[src/rtl/car_pkg.sv]
// Shared drive-channel definitions: drive codes seen by the PWM generator and
// the sequencer state encoding.
package car_pkg;

    localparam logic [1:0] DRV_DRIVE = 2'b10;
    localparam logic [1:0] DRV_STOP  = 2'b00;
    localparam logic [1:0] DRV_BACK  = 2'b01;

    typedef enum logic [2:0] {ARM, IDLE, FWD, BRAKE, NEUTRAL, REV} seq_state_t;

    function automatic logic [1:0] drive_of(seq_state_t s);
        case (s)
            FWD:        return DRV_DRIVE;
            BRAKE, REV: return DRV_BACK;
            default:    return DRV_STOP;
        endcase
    endfunction

    // The reserved code 11 is folded into stop before anything downstream sees it.
    function automatic logic [1:0] sanitize(logic [1:0] c);
        return (c == 2'b11) ? DRV_STOP : c;
    endfunction

endpackage

[src/rtl/frame_timer.sv]
// PWM frame counter: fcnt runs 1..FRAME_TICKS, frame_start marks the last tick.
module frame_timer #(
    parameter int unsigned FRAME_TICKS = 40
) (
    input  logic clk_dec,
    input  logic rst,
    output logic frame_start
);

    localparam int unsigned CW = $clog2(FRAME_TICKS + 1);

    logic [CW-1:0] fcnt_q;

    assign frame_start = (fcnt_q == CW'(FRAME_TICKS));

    // Resetting to 1 keeps this counter aligned with the PWM generator's.
    always_ff @(posedge clk_dec) begin
        if (rst) begin
            fcnt_q <= CW'(1);
        end else if (frame_start) begin
            fcnt_q <= CW'(1);
        end else begin
            fcnt_q <= fcnt_q + CW'(1);
        end
    end

endmodule

[src/rtl/drive_sequencer.sv]
// ESC drive-channel sequencer: arming hold, brake-then-neutral reversal and
// command-timeout failsafe, with the drive code updated only at frame boundaries.
module drive_sequencer
    import car_pkg::*;
#(
    parameter int unsigned FRAME_TICKS    = 40,
    parameter int unsigned ARM_FRAMES     = 50,
    parameter int unsigned BRAKE_FRAMES   = 4,
    parameter int unsigned NEUTRAL_FRAMES = 5,
    parameter int unsigned TIMEOUT_FRAMES = 25
) (
    input  logic       clk_dec,
    input  logic       rst,
    input  logic       cmd_valid,
    input  logic [1:0] cmd,
    output logic       cmd_ready,
    output logic [1:0] drive,
    output logic       armed,
    output logic       failsafe,
    output logic       frame_start
);

    localparam int unsigned PW = 16;
    localparam int unsigned WW = $clog2(TIMEOUT_FRAMES + 1);

    seq_state_t    state_q, state_d;
    logic [1:0]    tgt_q, tgt_d;
    logic [1:0]    eff;
    logic [1:0]    drive_q;
    logic [WW-1:0] wd_q, wd_d;
    logic [PW-1:0] phase_q, phase_d;
    logic          failsafe_q, failsafe_d;
    logic          accept;
    logic          expire;

    frame_timer #(
        .FRAME_TICKS (FRAME_TICKS)
    ) u_frame_timer (
        .clk_dec     (clk_dec),
        .rst         (rst),
        .frame_start (frame_start)
    );

    assign armed     = (state_q != ARM);
    assign cmd_ready = armed;
    assign accept    = cmd_valid && cmd_ready;
    assign drive     = drive_q;
    assign failsafe  = failsafe_q;

    always_comb begin
        wd_d       = wd_q;
        failsafe_d = failsafe_q;
        expire     = 1'b0;
        if (accept) begin
            wd_d       = '0;
            failsafe_d = 1'b0;
        end else if (frame_start && armed) begin
            if (wd_q != WW'(TIMEOUT_FRAMES)) begin
                wd_d = wd_q + WW'(1);
            end
            if (wd_q == WW'(TIMEOUT_FRAMES - 1)) begin
                expire     = 1'b1;
                failsafe_d = 1'b1;
            end
        end
    end

    // An expiring watchdog already forces stop at its own boundary.
    always_comb begin
        tgt_d = accept ? sanitize(cmd) : tgt_q;
        if (accept) begin
            eff = sanitize(cmd);
        end else if (failsafe_q || expire) begin
            eff = DRV_STOP;
        end else begin
            eff = tgt_q;
        end
    end

    always_comb begin
        state_d = state_q;
        phase_d = phase_q;
        if (frame_start) begin
            if (phase_q != '1) begin
                phase_d = phase_q + PW'(1);
            end
            case (state_q)
                ARM: begin
                    if (phase_q >= PW'(ARM_FRAMES - 1)) state_d = IDLE;
                end
                IDLE: begin
                    if (eff == DRV_DRIVE)     state_d = FWD;
                    else if (eff == DRV_BACK) state_d = REV;
                end
                FWD: begin
                    if (eff == DRV_STOP)      state_d = IDLE;
                    else if (eff == DRV_BACK) state_d = BRAKE;
                end
                BRAKE: begin
                    if (eff == DRV_DRIVE)                        state_d = FWD;
                    else if (eff == DRV_STOP)                    state_d = IDLE;
                    else if (phase_q >= PW'(BRAKE_FRAMES - 1))   state_d = NEUTRAL;
                end
                NEUTRAL: begin
                    if (eff == DRV_DRIVE)                        state_d = FWD;
                    else if (eff == DRV_STOP)                    state_d = IDLE;
                    else if (phase_q >= PW'(NEUTRAL_FRAMES - 1)) state_d = REV;
                end
                REV: begin
                    if (eff == DRV_STOP)       state_d = IDLE;
                    else if (eff == DRV_DRIVE) state_d = FWD;
                end
                default: state_d = ARM;
            endcase
            if (state_d != state_q) begin
                phase_d = '0;
            end
        end
    end

    // drive follows the next state, so it can only move on a frame boundary.
    always_ff @(posedge clk_dec) begin
        if (rst) begin
            state_q    <= ARM;
            tgt_q      <= DRV_STOP;
            wd_q       <= '0;
            phase_q    <= '0;
            failsafe_q <= 1'b0;
            drive_q    <= DRV_STOP;
        end else begin
            state_q    <= state_d;
            tgt_q      <= tgt_d;
            wd_q       <= wd_d;
            phase_q    <= phase_d;
            failsafe_q <= failsafe_d;
            drive_q    <= drive_of(state_d);
        end
    end

endmodule

[config.mk]
export PLATFORM = sky130hd
export DESIGN_NAME = drive_sequencer
export DESIGN_NICKNAME = d
export VERILOG_FILES = /design/src/rtl/car_pkg.sv /design/src/rtl/frame_timer.sv /design/src/rtl/drive_sequencer.sv
export SDC_FILE = /design/constraint.sdc
export NUM_CORES = 1
export LEC_CHECK = 0
export ABC_AREA = 1
export BUFFER_PORTS_ARGS = -buffer_cell sky130_fd_sc_hd__buf_2
export CAP_MARGIN = 5
export CORE_ASPECT_RATIO = 0.75
export CORE_MARGIN = 5
export CORE_UTILIZATION = 58
export CTS_BUF_LIST = sky130_fd_sc_hd__clkbuf_8
export CTS_CLUSTER_DIAMETER = 80
export DETAILED_ROUTE_END_ITERATION = 10
export PLACE_DENSITY = 0.86
export SYNTH_ARGS = -nofsm -noshare
export SYNTH_HDL_FRONTEND = slang
export SYNTH_SLANG_ARGS = --single-unit
[constraint.sdc]
create_clock -name clk_dec -period 3.1 [get_ports clk_dec]
set_input_delay 0.465 -clock clk_dec [delete_from_list [all_inputs] [get_ports clk_dec]]
set_output_delay 0.465 -clock clk_dec [all_outputs]
set_load 0.03 [all_outputs]
==> results_dict.tcl <==
set metrics [dict create \
    relSlewSlack_pct 70.0 \
    cp_num_cells 10 \
    synth_fp_nets 368 \
    crit_chain "ha_1, nand3_2, nor3_4, nand3_2, nor3_1, nand4_1, nor3b_2, nand3_4, a21oi_1, nor2_1" \
    r2r-end "phase_q[14]" \
    reg2reg_slack_ns 0.50 \
    ant_nets 0 \
    grt_pass1_wl_microns 8950 \
    slowest_stage "dfxtp_1" \
    p_leak_uw 0.00117 \
    ys_seq_area_share_pct 28.9 \
    crit_end "phase_q[14]" \
    start_kind "flop" \
    grt_use_total_pct 19.8 \
    via_per_inst 5.45 \
    fp.dieH_microns 66.0 \
    antenna_found_initial 0 \
    hold_path_class "reg -> reg" \
    synthArstFlopShare_pct 0 \
    synth_cells 354 \
    final_nets 372 \
    synth_edf_count 0 \
    cp-end-kind "flop" \
    tightest_slew_ns 0.450 \
    drt_iter0_drc 202 \
    final_cell_mix "nand2_1 (60), nor2_1 (51), inv_1 (41)" \
    slew_violations 0 \
    path_class "reg -> reg" \
    cts.clk_slew.worst_paths_ns 0.07 \
    path_delay_family "simple AND/OR/NAND/NOR gates" \
    slowest_delay_ns 0.41 \
    powerDensity_nw_per_um2 325 \
    via_count 2250 \
    fin_crit_sh_pct 83.8 \
    r2r_cells 10 \
    path_buf_inv 0 \
    cts.root.buffer_cell "clkbuf_8" \
    area_delta_synth_final_pct 5.00 \
    gp_congestion 0.925 \
    maxCapViolations 0 \
    numCtsBuffers 5 \
    post_cts_buffers 0 \
    ios 11 \
    reg2reg_from "phase_q[0]" \
    finalHoldViolCount 0 \
    wl_microns 4930 \
    dieWidth_microns 84.7 \
    min_period_ns 2.60 \
    final_cell_count_no_fill 413 \
    cpMostUsedCell "nand3_2" \
    coreArea_sq_um 4050 \
    setup_tns_ns 0 \
    synth-seq-cells 35 \
    avgSynthCellArea_sq_um 6.86 \
    wire_per_inst_microns 11.9 \
    grt_pass1_vias 2010 \
    yosysWarningCount 0 \
    syn_area_sq_um 2430 \
    dr.pass1.iters 4 \
    place_inst 406 \
    cts.path.max_buffers 2 \
    start_util_pct 59.9 \
    layout_commonest_cell "nand2_1" \
    ys.flop_type "dfxtp_1" \
    cts_resized 0 \
    status "finished clean" \
    worstPathArrival_ns 2.78 \
    irDropWorstVdd_uv 275 \
    drive_gt1_share_pct 15.1 \
    fmax_mhz 385 \
    finalInstanceArea_sq_um 2550 \
    critical_path.max_fanout 30 \
    finClkSkew_ns 0.00609 \
    cts_htree_levels 2 \
    dieArea_sq_um 5590 \
    hpwl_microns 3570 \
    grt_overflow_total 0 \
    cp-startpoint "phase_q[0]" \
    crit_required_ns 3.29 \
    yosysUniqueCellTypes 36 \
    holdBufCountCts 0 \
    drc 0 \
    finalSetupViolCount 0 \
    rows 20 \
    rsz0062_at_grt "false" \
    cts_num_sinks 35 \
    cts_tree "built" \
    place_area_sq_um 2460 \
    antenna_cells 0 \
    io_buffer_count 10 \
    clock_latency_ns 0.29 \
    grt_max_degree 42 \
]
[routing by layer]
layer | vias up | part of all wire [%] | wire length (microns) | track usage (%)
met5 | - | 0 | 0 | 0
met4 | 0 | 0.77 | 38 | 4.94
met3 | 6 | 7.4 | 367 | 5.60
met2 | 78 | 43 | 2140 | 30.9
met1 | 1019 | 48 | 2390 | 26.9
li1 | 1147 | - | - | -
[logic make-up after synthesis]
family | synth area share (%)
AOI/OAI and AO/OA | 8.35
xor gates and xnor gates | 4.33
adders and majority gates | 4.64
buffers and inverters | 11.2
DFF | 28.9
and+or+nand+nor | 42.7
[layout make-up]
cell class | instances | area [sq um]
inverters | 47 | 179
well taps | 55 | 68.8
clock buffers | 6 | 82.6
repair buffers | 11 | 57.6
fillers | 395 | 1500
clock inverters | 1 | 5.00
multi-input cells | 258 | 1460
flip-flops and latches | 35 | 701
[metrics by stage]
| step | util (%) | power (uW) | setup WS (ns) | hold slack [ns] |
|---|---|---|---|---|
| floorplan | - | 490 | 1.02 | 0.383 |
| CTS | 62.9 | 832 | 0.532 | 0.421 |
| detailed placement | 60.7 | 499 | 0.554 | 0.403 |
| global placement | 60.7 | 497 | 0.593 | 0.395 |
| finish | 62.9 | 827 | 0.503 | 0.420 |
| global route | 62.9 | 870 | 0.154 | 0.440 |
[how the worst min path moves through the flow]
stage	start	to	slack (ns)	cells past startpoint
floorplan	u_frame_timer.fcnt_q[0]	u_frame_timer.fcnt_q[0]	0.38	1
global placement	u_frame_timer.fcnt_q[0]	u_frame_timer.fcnt_q[0]	0.40	1
detailed placement	u_frame_timer.fcnt_q[0]	u_frame_timer.fcnt_q[0]	0.40	1
CTS	u_frame_timer.fcnt_q[0]	u_frame_timer.fcnt_q[0]	0.42	1
global route	u_frame_timer.fcnt_q[0]	u_frame_timer.fcnt_q[0]	0.44	1
finish	u_frame_timer.fcnt_q[0]	u_frame_timer.fcnt_q[0]	0.42	1
[synth_stat cells, types with 4 or more instances]
library cell | n | area (sq um)
a21oi_1 | 21 | 105
nor3_1 | 9 | 45.0
buf_2 | 5 | 25.0
o21ai_1 | 4 | 20.0
nand3_1 | 36 | 180
nand2_1 | 60 | 225
inv_1 | 41 | 154
nand4_1 | 7 | 43.8
o21ai_0 | 10 | 50.1
dfxtp_1 | 35 | 701
ha_1 | 9 | 113
nor2_1 | 51 | 191
xor2_1 | 11 | 96.3
nand2_2 | 5 | 31.3
inv_2 | 5 | 18.8
nand3_2 | 15 | 150
[report_power, final]
group / internal [uW] / switching [uW] / leakage [uW] / total, uW
registers: 454 / 3.13 / 0.000283 / 457
logic: 10.5 / 20.8 / 0.000840 / 31.2
clock network: 174 / 165 / 0.0000470 / 339
[sequential cells by signal, summed over array words and instances (netlist names)]
| register | count |
|---|---|
| drive | 2 |
| tgt_q | 2 |
| wd_q | 5 |
| phase_q | 16 |
| state_q | 3 |
| u_frame_timer.fcnt_q | 6 |
| failsafe | 1 |
Power figures use the tool's default switching activity.
